===== src/rtl/gs_mix_pkg.sv =====
// gs_mix_pkg: shared types and widths for the GS DAC mixer.
package gs_mix_pkg;

    // Frame sequencer states
    typedef enum logic [1:0] {
        IDLE,
        LOAD,
        MUL,
        COMMIT
    } state_t;

    localparam int SMP_W     = 8;
    localparam int VOL_W     = 6;
    localparam int PROD_W    = 14;
    localparam int MIX_W     = 15;
    localparam int SD_W      = 16;
    localparam int MUL_STEPS = 6;

endpackage


===== src/rtl/sd_modulator_1st.sv =====
// sd_modulator_1st: first-order sigma-delta modulator; the carry out of a
// 15-bit residue accumulator is the output bit, so density = mix/32768.
module sd_modulator_1st
    import gs_mix_pkg::*;
(
    input  logic             clk,
    input  logic             rst,
    input  logic [MIX_W-1:0] mix,
    output logic             sd
);

    logic [MIX_W-1:0] residue;
    logic [SD_W-1:0]  sum;

    // Add the mix value to the residue; the carry is the next output bit
    always_comb begin
        sum = {1'b0, residue} + {1'b0, mix};
    end

    // Keep the residue and register the carry as the bitstream
    always_ff @(posedge clk) begin
        if (rst) begin
            residue <= '0;
            sd      <= 1'b0;
        end else begin
            residue <= sum[MIX_W-1:0];
            sd      <= sum[SD_W-1];
        end
    end

endmodule


===== src/rtl/gs_dac_mixer.sv =====
// gs_dac_mixer: per frame, snapshots the four GS channel samples and volumes,
// scales each with a 6-step shift-add multiplier, mixes ch0+ch1 to left and
// ch2+ch3 to right (or all four halved in MONO), and drives sigma-delta pins.
module gs_dac_mixer
    import gs_mix_pkg::*;
#(
    parameter int SAMPLE_DIV = 32,
    parameter bit MONO       = 1'b0
) (
    input  logic             clk32,
    input  logic             rst,
    input  logic             en,
    input  logic [SMP_W-1:0] dac0,
    input  logic [SMP_W-1:0] dac1,
    input  logic [SMP_W-1:0] dac2,
    input  logic [SMP_W-1:0] dac3,
    input  logic [VOL_W-1:0] vol0,
    input  logic [VOL_W-1:0] vol1,
    input  logic [VOL_W-1:0] vol2,
    input  logic [VOL_W-1:0] vol3,
    output logic [MIX_W-1:0] mix_left,
    output logic [MIX_W-1:0] mix_right,
    output logic             frame_done,
    output logic             busy,
    output logic             sd_left,
    output logic             sd_right
);

    localparam int               DIV_W     = $clog2(SAMPLE_DIV);
    localparam logic [DIV_W-1:0] DIV_LAST  = DIV_W'(SAMPLE_DIV - 1);
    localparam logic [2:0]       STEP_LAST = 3'(MUL_STEPS - 1);

    state_t                state;
    state_t                next_state;
    logic [DIV_W-1:0]      div_cnt;
    logic                  tick;
    logic [3:0][SMP_W-1:0] dac_snap;
    logic [3:0][VOL_W-1:0] vol_snap;
    logic [1:0]            ch_idx;
    logic [2:0]            bit_idx;
    logic [SMP_W-1:0]      cur_dac;
    logic [VOL_W-1:0]      cur_vol;
    logic [PROD_W-1:0]     addend;
    logic [PROD_W-1:0]     prod;
    logic [PROD_W-1:0]     prod_next;
    logic [MIX_W-1:0]      acc_left;
    logic [MIX_W-1:0]      acc_right;
    logic [SD_W-1:0]       mono_sum;
    logic [MIX_W-1:0]      left_val;
    logic [MIX_W-1:0]      right_val;

    assign tick = (div_cnt == DIV_LAST);
    assign busy = (state != IDLE);

    // Free-running frame divider, restarted by reset
    always_ff @(posedge clk32) begin
        if (rst || tick) begin
            div_cnt <= '0;
        end else begin
            div_cnt <= div_cnt + 1'b1;
        end
    end

    // FSM state register
    always_ff @(posedge clk32) begin
        if (rst) begin
            state <= IDLE;
        end else begin
            state <= next_state;
        end
    end

    // Next-state: a frame starts only on an enabled tick and runs to COMMIT
    always_comb begin
        next_state = state;
        case (state)
            IDLE:    if (tick && en) next_state = LOAD;
            LOAD:    next_state = MUL;
            MUL:     if (bit_idx == STEP_LAST && ch_idx == 2'd3) next_state = COMMIT;
            COMMIT:  next_state = IDLE;
            default: next_state = IDLE;
        endcase
    end

    // One shift-add step of the current channel, plus the output mix selection
    always_comb begin
        cur_dac = dac_snap[ch_idx];
        cur_vol = vol_snap[ch_idx];
        addend  = '0;
        if (cur_vol[bit_idx]) begin
            addend = PROD_W'(cur_dac) << bit_idx;
        end
        prod_next = prod + addend;
        mono_sum  = SD_W'(acc_left) + SD_W'(acc_right);
        if (MONO) begin
            left_val  = MIX_W'(mono_sum >> 1);
            right_val = MIX_W'(mono_sum >> 1);
        end else begin
            left_val  = acc_left;
            right_val = acc_right;
        end
    end

    // Datapath: snapshot, multiply-accumulate per channel, commit at frame end
    always_ff @(posedge clk32) begin
        if (rst) begin
            dac_snap   <= '0;
            vol_snap   <= '0;
            ch_idx     <= '0;
            bit_idx    <= '0;
            prod       <= '0;
            acc_left   <= '0;
            acc_right  <= '0;
            mix_left   <= '0;
            mix_right  <= '0;
            frame_done <= 1'b0;
        end else begin
            frame_done <= 1'b0;
            case (state)
                LOAD: begin
                    dac_snap  <= {dac3, dac2, dac1, dac0};
                    vol_snap  <= {vol3, vol2, vol1, vol0};
                    ch_idx    <= '0;
                    bit_idx   <= '0;
                    prod      <= '0;
                    acc_left  <= '0;
                    acc_right <= '0;
                end
                MUL: begin
                    if (bit_idx == STEP_LAST) begin
                        bit_idx <= '0;
                        prod    <= '0;
                        ch_idx  <= ch_idx + 1'b1;
                        if (ch_idx[1]) begin
                            acc_right <= acc_right + MIX_W'(prod_next);
                        end else begin
                            acc_left <= acc_left + MIX_W'(prod_next);
                        end
                    end else begin
                        bit_idx <= bit_idx + 1'b1;
                        prod    <= prod_next;
                    end
                end
                COMMIT: begin
                    mix_left   <= left_val;
                    mix_right  <= right_val;
                    frame_done <= 1'b1;
                end
                default: ;
            endcase
        end
    end

    sd_modulator_1st u_sd_left (
        .clk (clk32),
        .rst (rst),
        .mix (mix_left),
        .sd  (sd_left)
    );

    sd_modulator_1st u_sd_right (
        .clk (clk32),
        .rst (rst),
        .mix (mix_right),
        .sd  (sd_right)
    );

endmodule


===== config.mk =====
export PLATFORM = sky130hd
export DESIGN_NAME = gs_dac_mixer
export DESIGN_NICKNAME = d
export VERILOG_FILES = /design/src/rtl/gs_mix_pkg.sv /design/src/rtl/sd_modulator_1st.sv /design/src/rtl/gs_dac_mixer.sv
export SDC_FILE = /design/constraint.sdc
export NUM_CORES = 1
export LEC_CHECK = 0
export CAP_MARGIN = 10
export CORE_MARGIN = 1
export CORE_UTILIZATION = 64
export DETAILED_ROUTE_END_ITERATION = 12
export DONT_BUFFER_PORTS = 1
export GPL_ROUTABILITY_DRIVEN = 1
export GPL_TIMING_DRIVEN = 0
export PLACE_DENSITY = 0.85
export RECOVER_POWER = 100
export SYNTH_ARGS = -nofsm -noshare
export SYNTH_HDL_FRONTEND = slang
export SYNTH_HIERARCHICAL = 1
export SYNTH_SLANG_ARGS = --single-unit
export TNS_END_PERCENT = 30

===== constraint.sdc =====
create_clock -name clk32 -period 6 [get_ports clk32]
set_input_delay 0.6 -clock clk32 [delete_from_list [all_inputs] [get_ports clk32]]
set_output_delay 0.6 -clock clk32 [all_outputs]
set_load 0.01 [all_outputs]

==> flow_metrics.tcl, run 1 <==
set metrics [dict create \
    worst_clock_skew_ps 10.39 \
    syn_avg_cell_area_sq_um 9.221 \
    dpl.hpwl_mm 16.65 \
    timing.hold.worst_endpoint "dac_snap[12]" \
    gpl.final_weighted_congestion 0.9319 \
    worst_r2r_src "ch_idx[0]" \
    power_per_cell_area_nw_per_um2 257.8 \
    holdBufCountCts 0 \
    detailroute.via_count 7886 \
    placeableCoreArea_sq_um 14700 \
    timing_worst_setup_path_type "reg2reg" \
    critPathLaunch "ch_idx[0]" \
    synth_unique_cells 67 \
    worstHoldPathType "in2reg" \
    iteration_0_drc_markers 549 \
    critPathMaxFanout 10 \
    synth_ff_type "sky130_fd_sc_hd__dfxtp_1" \
    r2r-end "acc_left[13]" \
    number_of_cts_inserted_buffers 17 \
    static-leakage-power_nw 4.296 \
    outcome "finished with violations" \
    post_route_cells_drive_above_1_share 0.06587 \
    grt_remaining_overflow 0 \
    io_buffer_count 0 \
    syn_inst 1061 \
    tritoncts "built" \
    drc 7 \
    worst_ep_arrival_time_ps 6030 \
    cts.repair_timing.setup_buffer_count 0 \
    worst_setup_path_end_kind "flop" \
    die_height_microns 125.6 \
    max_cap_viols 0 \
    clk_pin_slew_ps 70 \
    antenna_violations_before_repair 0 \
    worst-slew-pin-transition_ps 865.5 \
    vias_per_cell 6.175 \
    r2r_cells 20 \
    num_antenna_cells 0 \
    post-route-util 0.7194 \
    finalCritPeriodShare 0.9504 \
    insertion_delay_ps 440 \
    grt_use_total 0.2942 \
    setup_slack_after_layout_ps 297.6 \
    layout_min_cycle_time_ps 5702 \
    final_common_cell "sky130_fd_sc_hd__nor2_1" \
    ant_nets 0 \
    setup.worst_path.start_class "flop" \
    cts_resized 0 \
    row_count 44 \
    setup_violations 0 \
    synth.yosys.seq_area_share 0.3581 \
    mappedNetlistArea_sq_um 9783 \
    yosysWarningCount 6 \
    routed_wl_mm 22.85 \
    ys_async_sr_fraction 0 \
    worst_case_clock_buffer_depth 2 \
    regToRegSetupSlack_ps 300 \
    rsz0062_at_grt "no" \
    cts.root.buffer_cell "sky130_fd_sc_hd__clkbuf_16" \
    synth_edf_count 0 \
    critical_path_required_ps 6330 \
    vias_in_the_first_global_route 7830 \
    fmax_ghz 0.1754 \
    area_growth_pct 8.083 \
    ys_ff_latch 175 \
    post_dp_cell_area_sq_um 10010 \
    initial_core_util 0.6656 \
    num-nets-final 1222 \
    count_of_final_max_slew_check_failures 0 \
    drt_pass1_iterations 9 \
    min_delay_path_depth 2 \
    grt_max_degree 18 \
    die_w_microns 125.6 \
    finalHoldViolations 0 \
    dp_worst_setup_slack_ps 444.2 \
    drt-wirelength-per-cell_microns 17.89 \
    cts_num_sinks 175 \
    synth_net_count 1203 \
    maxSlewHeadroom 0.4230 \
    hp-start "dac1[4]" \
    setup_total_negative_slack_ps 0 \
    area_of_the_die_sq_um 15780 \
    failed_checks "design-rule violations" \
    post-route-cell-area_sq_um 10570 \
    clock_tree.htree_level_count 4 \
    grt_first_pass_wirelength_mm 37.23 \
    peakVddDrop_uv 284.0 \
    top_level_ports 93 \
    final_cell_mix "sky130_fd_sc_hd__nor2_1, sky130_fd_sc_hd__dfxtp_1, sky130_fd_sc_hd__mux2i_1" \
]
[final cells by class]
cell class / instances / area, sq um
multi-input combinational: 817 / 5981
fill: 1079 / 4125
sequential: 175 / 3503
clock buffer: 18 / 429.2
tap: 184 / 230.2
buffer: 48 / 202.7
clock inverter: 14 / 148.9
inverter: 21 / 78.83
[routing by layer]
layer	vias up	global-route usage	share of wire
met2	237	0.5196	0.49
met3	33	0.07094	0.064
met4	0	0.1198	0.022
li1	3870	-	-
met1	3746	0.3416	0.42
met5	-	0	0
[worst max-delay path by stage]
stage                         endpoint  slack, ps  cells past startpoint
final                     acc_left[13]        300                     20
after global placement    acc_left[13]        560                     20
after global routing      acc_left[13]        120                     20
after CTS                 acc_left[13]        410                     20
after detailed placement  acc_left[13]        440                     20
after floorplan           acc_left[13]       1340                     20
[state kept, by name, indices dropped and copies added (netlist names), 3 cells and up]
name / cells
bit_idx: 3
u_sd_right/residue: 15
mix_right: 15
vol_snap: 24
dac_snap: 32
u_sd_left/residue: 15
mix_left: 15
acc_right: 15
prod: 14
acc_left: 15
div_cnt: 5
[cells by family after synthesis]
| family | synth area share |
|---|---|
| flops | 0.3581 |
| fa+ha+maj | 0.1100 |
| buf+inv | 0.02903 |
| compound gates | 0.1554 |
| simple gates | 0.1623 |
| xor+xnor | 0.04029 |
| mux | 0.1449 |
[worst max-delay path, cell delays in order, from the launching register on]
cell,delay (ps)
sky130_fd_sc_hd__dfxtp_1,370
sky130_fd_sc_hd__buf_6,170
sky130_fd_sc_hd__buf_6,190
sky130_fd_sc_hd__mux4_2,540
sky130_fd_sc_hd__mux2_1,330
sky130_fd_sc_hd__o21ai_0,280
sky130_fd_sc_hd__a2bb2oi_1,190
sky130_fd_sc_hd__nor2_1,70
sky130_fd_sc_hd__ha_1,350
sky130_fd_sc_hd__nand3_1,100
sky130_fd_sc_hd__o211ai_1,360
sky130_fd_sc_hd__nor4_1,90
sky130_fd_sc_hd__or3_1,400
sky130_fd_sc_hd__xnor2_1,560
sky130_fd_sc_hd__ha_1,390
sky130_fd_sc_hd__and3_1,190
sky130_fd_sc_hd__or4_1,410
sky130_fd_sc_hd__o22ai_1,150
sky130_fd_sc_hd__a21oi_1,80
sky130_fd_sc_hd__xor2_1,180
sky130_fd_sc_hd__a22o_1,210
[power by group]
part	switching (mW)	leakage, nW	internal (mW)
Combinational	0.207	2.60	0.153
Sequential	0.0402	1.41	1.23
Clock	0.508	0.284	0.589
[cells in the mapped netlist (all sizes together), types with 22 or more instances]
cell type    n  area share
nor2       185       0.071
a21oi       59       0.030
buf         22       0.011
nor2b       26       0.017
o21ai       28       0.014
xnor2       24       0.021
ha          78        0.10
a22o        25       0.022
dfxtp      175        0.36
clkbuf      26       0.010
nand2       45       0.018
mux2i       91       0.093
[metrics by stage]
step	hold WS (ps)	std cells	power, mW
2_1_floorplan	433.1	1061	1.566
3_3_place_gp	448.1	1245	1.631
3_5_place_dp	464.7	1245	1.647
4_1_cts	300.4	1277	2.737
5_1_grt	302.6	1277	2.820
6_report	305.9	1277	2.726
No activity file was read; power rests on OpenSTA's default activity.
==> inputs of run 2 (changes only) <==
--- a/config.mk
+++ b/config.mk
@@ -5,14 +5,15 @@
 export SDC_FILE = /design/constraint.sdc
 export NUM_CORES = 1
 export LEC_CHECK = 0
+export ABC_AREA = 1
 export CAP_MARGIN = 10
 export CORE_MARGIN = 1
-export CORE_UTILIZATION = 64
+export CORE_UTILIZATION = 65
 export DETAILED_ROUTE_END_ITERATION = 12
 export DONT_BUFFER_PORTS = 1
 export GPL_ROUTABILITY_DRIVEN = 1
 export GPL_TIMING_DRIVEN = 0
-export PLACE_DENSITY = 0.85
+export PLACE_DENSITY = 0.86
 export RECOVER_POWER = 100
 export SYNTH_ARGS = -nofsm -noshare
 export SYNTH_HDL_FRONTEND = slang
==> flow_metrics.tcl, run 2 <==
set metrics [dict create \
    final.hold.worst_slack_ps 219.8 \
    vias_in_the_first_global_route 10131 \
    dpl.hpwl_mm 22.05 \
    top_level_ports 93 \
    critPathLaunch "ch_idx[0]" \
    post_route_cells_drive_above_1_share 0.05958 \
    io_buffer_count 0 \
    final-seq-area_sq_um 3503 \
    cts_resized 0 \
    count_of_final_max_slew_check_failures 0 \
    area_growth_pct 7.364 \
    worst_case_clock_buffer_depth 2 \
    synth_top_area_cell "sky130_fd_sc_hd__dfxtp_1" \
    worst_ep_arrival_time_ps 5190 \
    grt_remaining_overflow 0 \
    worst_r2r_src "ch_idx[0]" \
    synth_simple_gate_area_frac 0.3652 \
    drt_pass1_iterations 6 \
    syn_inst 1747 \
    cts.repair_timing.setup_buffer_count 0 \
    num-nets-final 1908 \
    drt-wirelength-per-cell_microns 14.51 \
    number_of_cts_inserted_buffers 17 \
    reg.largest.list "dac_snap x32, vol_snap x24" \
    die_height_microns 132.8 \
    critPathMaxFanout 8 \
    synth_compound_area_frac 0.1166 \
    setup.worst_path.end "acc_right[10]" \
    synth.cells.most_frequent "sky130_fd_sc_hd__nand2_1, sky130_fd_sc_hd__nor2_1, sky130_fd_sc_hd__inv_1" \
    setup_total_negative_slack_ps 0 \
    area_of_the_die_sq_um 17650 \
    fmax_ghz 0.2044 \
    power_per_cell_area_nw_per_um2 275.6 \
    placeableCoreArea_sq_um 16640 \
    synth.area.mux_share 0 \
    wl_met3_mm 1.946 \
    yosysWarningCount 6 \
    largest_register_ff_count 32 \
    vias_per_cell 5.518 \
    syn_avg_cell_area_sq_um 6.370 \
    r2r-end "acc_right[10]" \
    iteration_0_drc_markers 949 \
    synth_top_area_share 0.3148 \
    finalCritPeriodShare 0.8154 \
    die_w_microns 132.8 \
    synth_adder_area_share 0.09669 \
    detail_route.wirelength.met1_mm 12.99 \
    n_fill_cell 1413 \
    clk_pin_slew_ps 80 \
    register_with_the_most_flip_flops "dac_snap" \
    ant_nets 0 \
    num_antenna_cells 0 \
    detailroute.via_count 11030 \
    routed_wl_mm 29.00 \
    critical_path_required_ps 6300 \
    insertion_delay_ps 440 \
    synth_ff_type "sky130_fd_sc_hd__dfxtp_1" \
    static-leakage-power_nw 6.190 \
    top_signal_layer_used "met4" \
    tritoncts "built" \
    mappedNetlistArea_sq_um 11130 \
    timing_worst_setup_path_type "reg2reg" \
    grt_max_degree 21 \
    final_cell_mix "sky130_fd_sc_hd__nand2_1, sky130_fd_sc_hd__nor2_1, sky130_fd_sc_hd__inv_1" \
    synth_edf_count 0 \
    drc 0 \
    synth-xor-area-share 0.005509 \
    synth.yosys.seq_area_share 0.3148 \
    outcome "complete, no violations" \
    cts_num_sinks 175 \
    clock_tree.htree_level_count 4 \
    maxSlewHeadroom 0.5144 \
    antenna_violations_before_repair 0 \
    rsz0062_at_grt "no" \
    final_common_cell "sky130_fd_sc_hd__nand2_1" \
    gpl.final_weighted_congestion 0.9362 \
    holdBufCountCts 0 \
    worst_clock_skew_ps 12.75 \
    regToRegSetupSlack_ps 1110 \
    worstHoldPathType "in2reg" \
    cts.root.buffer_cell "sky130_fd_sc_hd__clkbuf_16" \
    r2r_cells 26 \
    layout_min_cycle_time_ps 4892 \
    peakVddDrop_uv 268.4 \
    multiInputGateArea_sq_um 6440 \
    initial_core_util 0.6687 \
    setup_violations 0 \
    synth_top_cells_by_area "sky130_fd_sc_hd__dfxtp_1, sky130_fd_sc_hd__nand2_1, sky130_fd_sc_hd__nor2_1" \
    synth_top_family_by_area "simple AND/OR/NAND/NOR gates" \
    setup.worst_path.start_class "flop" \
    worst_setup_path_end_kind "flop" \
    grt_first_pass_wirelength_mm 47.22 \
    grt_use_total 0.3321 \
    min_delay_path_depth 1 \
    ys_async_sr_fraction 0 \
    max_cap_viols 0 \
    ys_ff_latch 175 \
    synth_net_count 1889 \
    yosysMostFrequentCell "sky130_fd_sc_hd__nand2_1" \
    row_count 47 \
    finalHoldViolations 0 \
    synth_unique_cells 46 \
    worst-slew-pin-transition_ps 728.4 \
    sum_of_met2_wire_segment_lengths_after_detailed_routing_mm 13.21 \
]
==> run 2: cell types whose count changed in the layout (fill, tap and decap cells not counted), moves of 16 or more <==
| cell | delta |
|---|---|
| sky130_fd_sc_hd__nand3_1 | +102 |
| sky130_fd_sc_hd__o21ai_0 | +83 |
| sky130_fd_sc_hd__mux2i_1 | -91 |
| sky130_fd_sc_hd__xnor2_1 | -22 |
| sky130_fd_sc_hd__a21o_1 | -19 |
| sky130_fd_sc_hd__a21oi_1 | +46 |
| sky130_fd_sc_hd__nor2b_1 | -26 |
| sky130_fd_sc_hd__nor2_1 | +96 |
| sky130_fd_sc_hd__nand2_1 | +441 |
| sky130_fd_sc_hd__a22o_1 | -25 |
| sky130_fd_sc_hd__a31oi_1 | -16 |
| sky130_fd_sc_hd__inv_1 | +192 |
| sky130_fd_sc_hd__xor2_1 | -16 |
==> run 2: cell families after synthesis <==
family          after synthesis
compound gates              244
xor+xnor                      7
fa+ha+maj                    83
buf+inv                     274
flops                       175
simple gates                964
==> run 2: cell type report <==
cell class | count | share of cell area
clock buffer | 17 | 0.03561
clock inverter | 15 | 0.01550
tap | 220 | 0.02304
sequential | 175 | 0.2932
buffer | 54 | 0.02451
inverter | 220 | 0.06912
multi-input combinational | 1298 | 0.5390
==> run 2: worst min path at each step <==
stage / slack [ps] / endpoint / from
after detailed placement: 440 / div_cnt[0] / div_cnt[0]
final: 220 / u_sd_left/sd / rst
after global routing: 210 / u_sd_right/sd / rst
after global placement: 430 / div_cnt[0] / div_cnt[0]
after floorplan: 420 / div_cnt[0] / div_cnt[0]
after CTS: 210 / u_sd_left/sd / rst
==> run 2: through the flow <==
step                      instance area, sq um  power [mW]  utilization  setup WS [ps]  instances
after floorplan                          11130       1.968            -           2599       1747
after global placement                   11400       2.127       0.6852           1881       1967
after detailed placement                 11400       2.154       0.6852           1835       1967
after CTS                                12010       3.285       0.7219           1793       1999
after global routing                     11950       3.451       0.7179          714.2       1999
final                                    11950       3.293       0.7179           1108       1999
==> run 2: report_power, final <==
| part | switching, mW | total [mW] | internal, mW |
|---|---|---|---|
| Clock | 0.579 | 1.15 | 0.571 |
| Combinational | 0.457 | 0.674 | 0.218 |
| Sequential | 0.120 | 1.47 | 1.35 |
| Total | 1.16 | 3.29 | 2.14 |
==> run 2: metal layers <==
layer  up-vias  track usage
li1       5573            -
met1      5003       0.4259
met2       387       0.5524
met3        67      0.06858
met4         0       0.1149
met5         -            0
==> run 2: worst max-delay path, cell delays in order, from the launching register on <==
cell                       delay [ps]
sky130_fd_sc_hd__dfxtp_1          350
sky130_fd_sc_hd__clkbuf_1         330
sky130_fd_sc_hd__inv_1            220
sky130_fd_sc_hd__nor2_1           120
sky130_fd_sc_hd__o21ai_0          160
sky130_fd_sc_hd__nand2_1          120
sky130_fd_sc_hd__nand2_2           60
sky130_fd_sc_hd__o21ai_0          540
sky130_fd_sc_hd__nor2_1           110
sky130_fd_sc_hd__ha_1             230
sky130_fd_sc_hd__inv_1             70
sky130_fd_sc_hd__fa_1             210
sky130_fd_sc_hd__inv_1             90
sky130_fd_sc_hd__nand3_1           70
sky130_fd_sc_hd__nand3_1          160
sky130_fd_sc_hd__nand2_1          110
sky130_fd_sc_hd__nand2_1           60
sky130_fd_sc_hd__or2_2            280
sky130_fd_sc_hd__and2_0           280
sky130_fd_sc_hd__ha_1             430
sky130_fd_sc_hd__nand2_1          120
sky130_fd_sc_hd__nor2_1           210
sky130_fd_sc_hd__nand3_1          160
sky130_fd_sc_hd__nand3_1          110
sky130_fd_sc_hd__nand2_1           50
sky130_fd_sc_hd__nand3_1           70
sky130_fd_sc_hd__a21oi_1           60
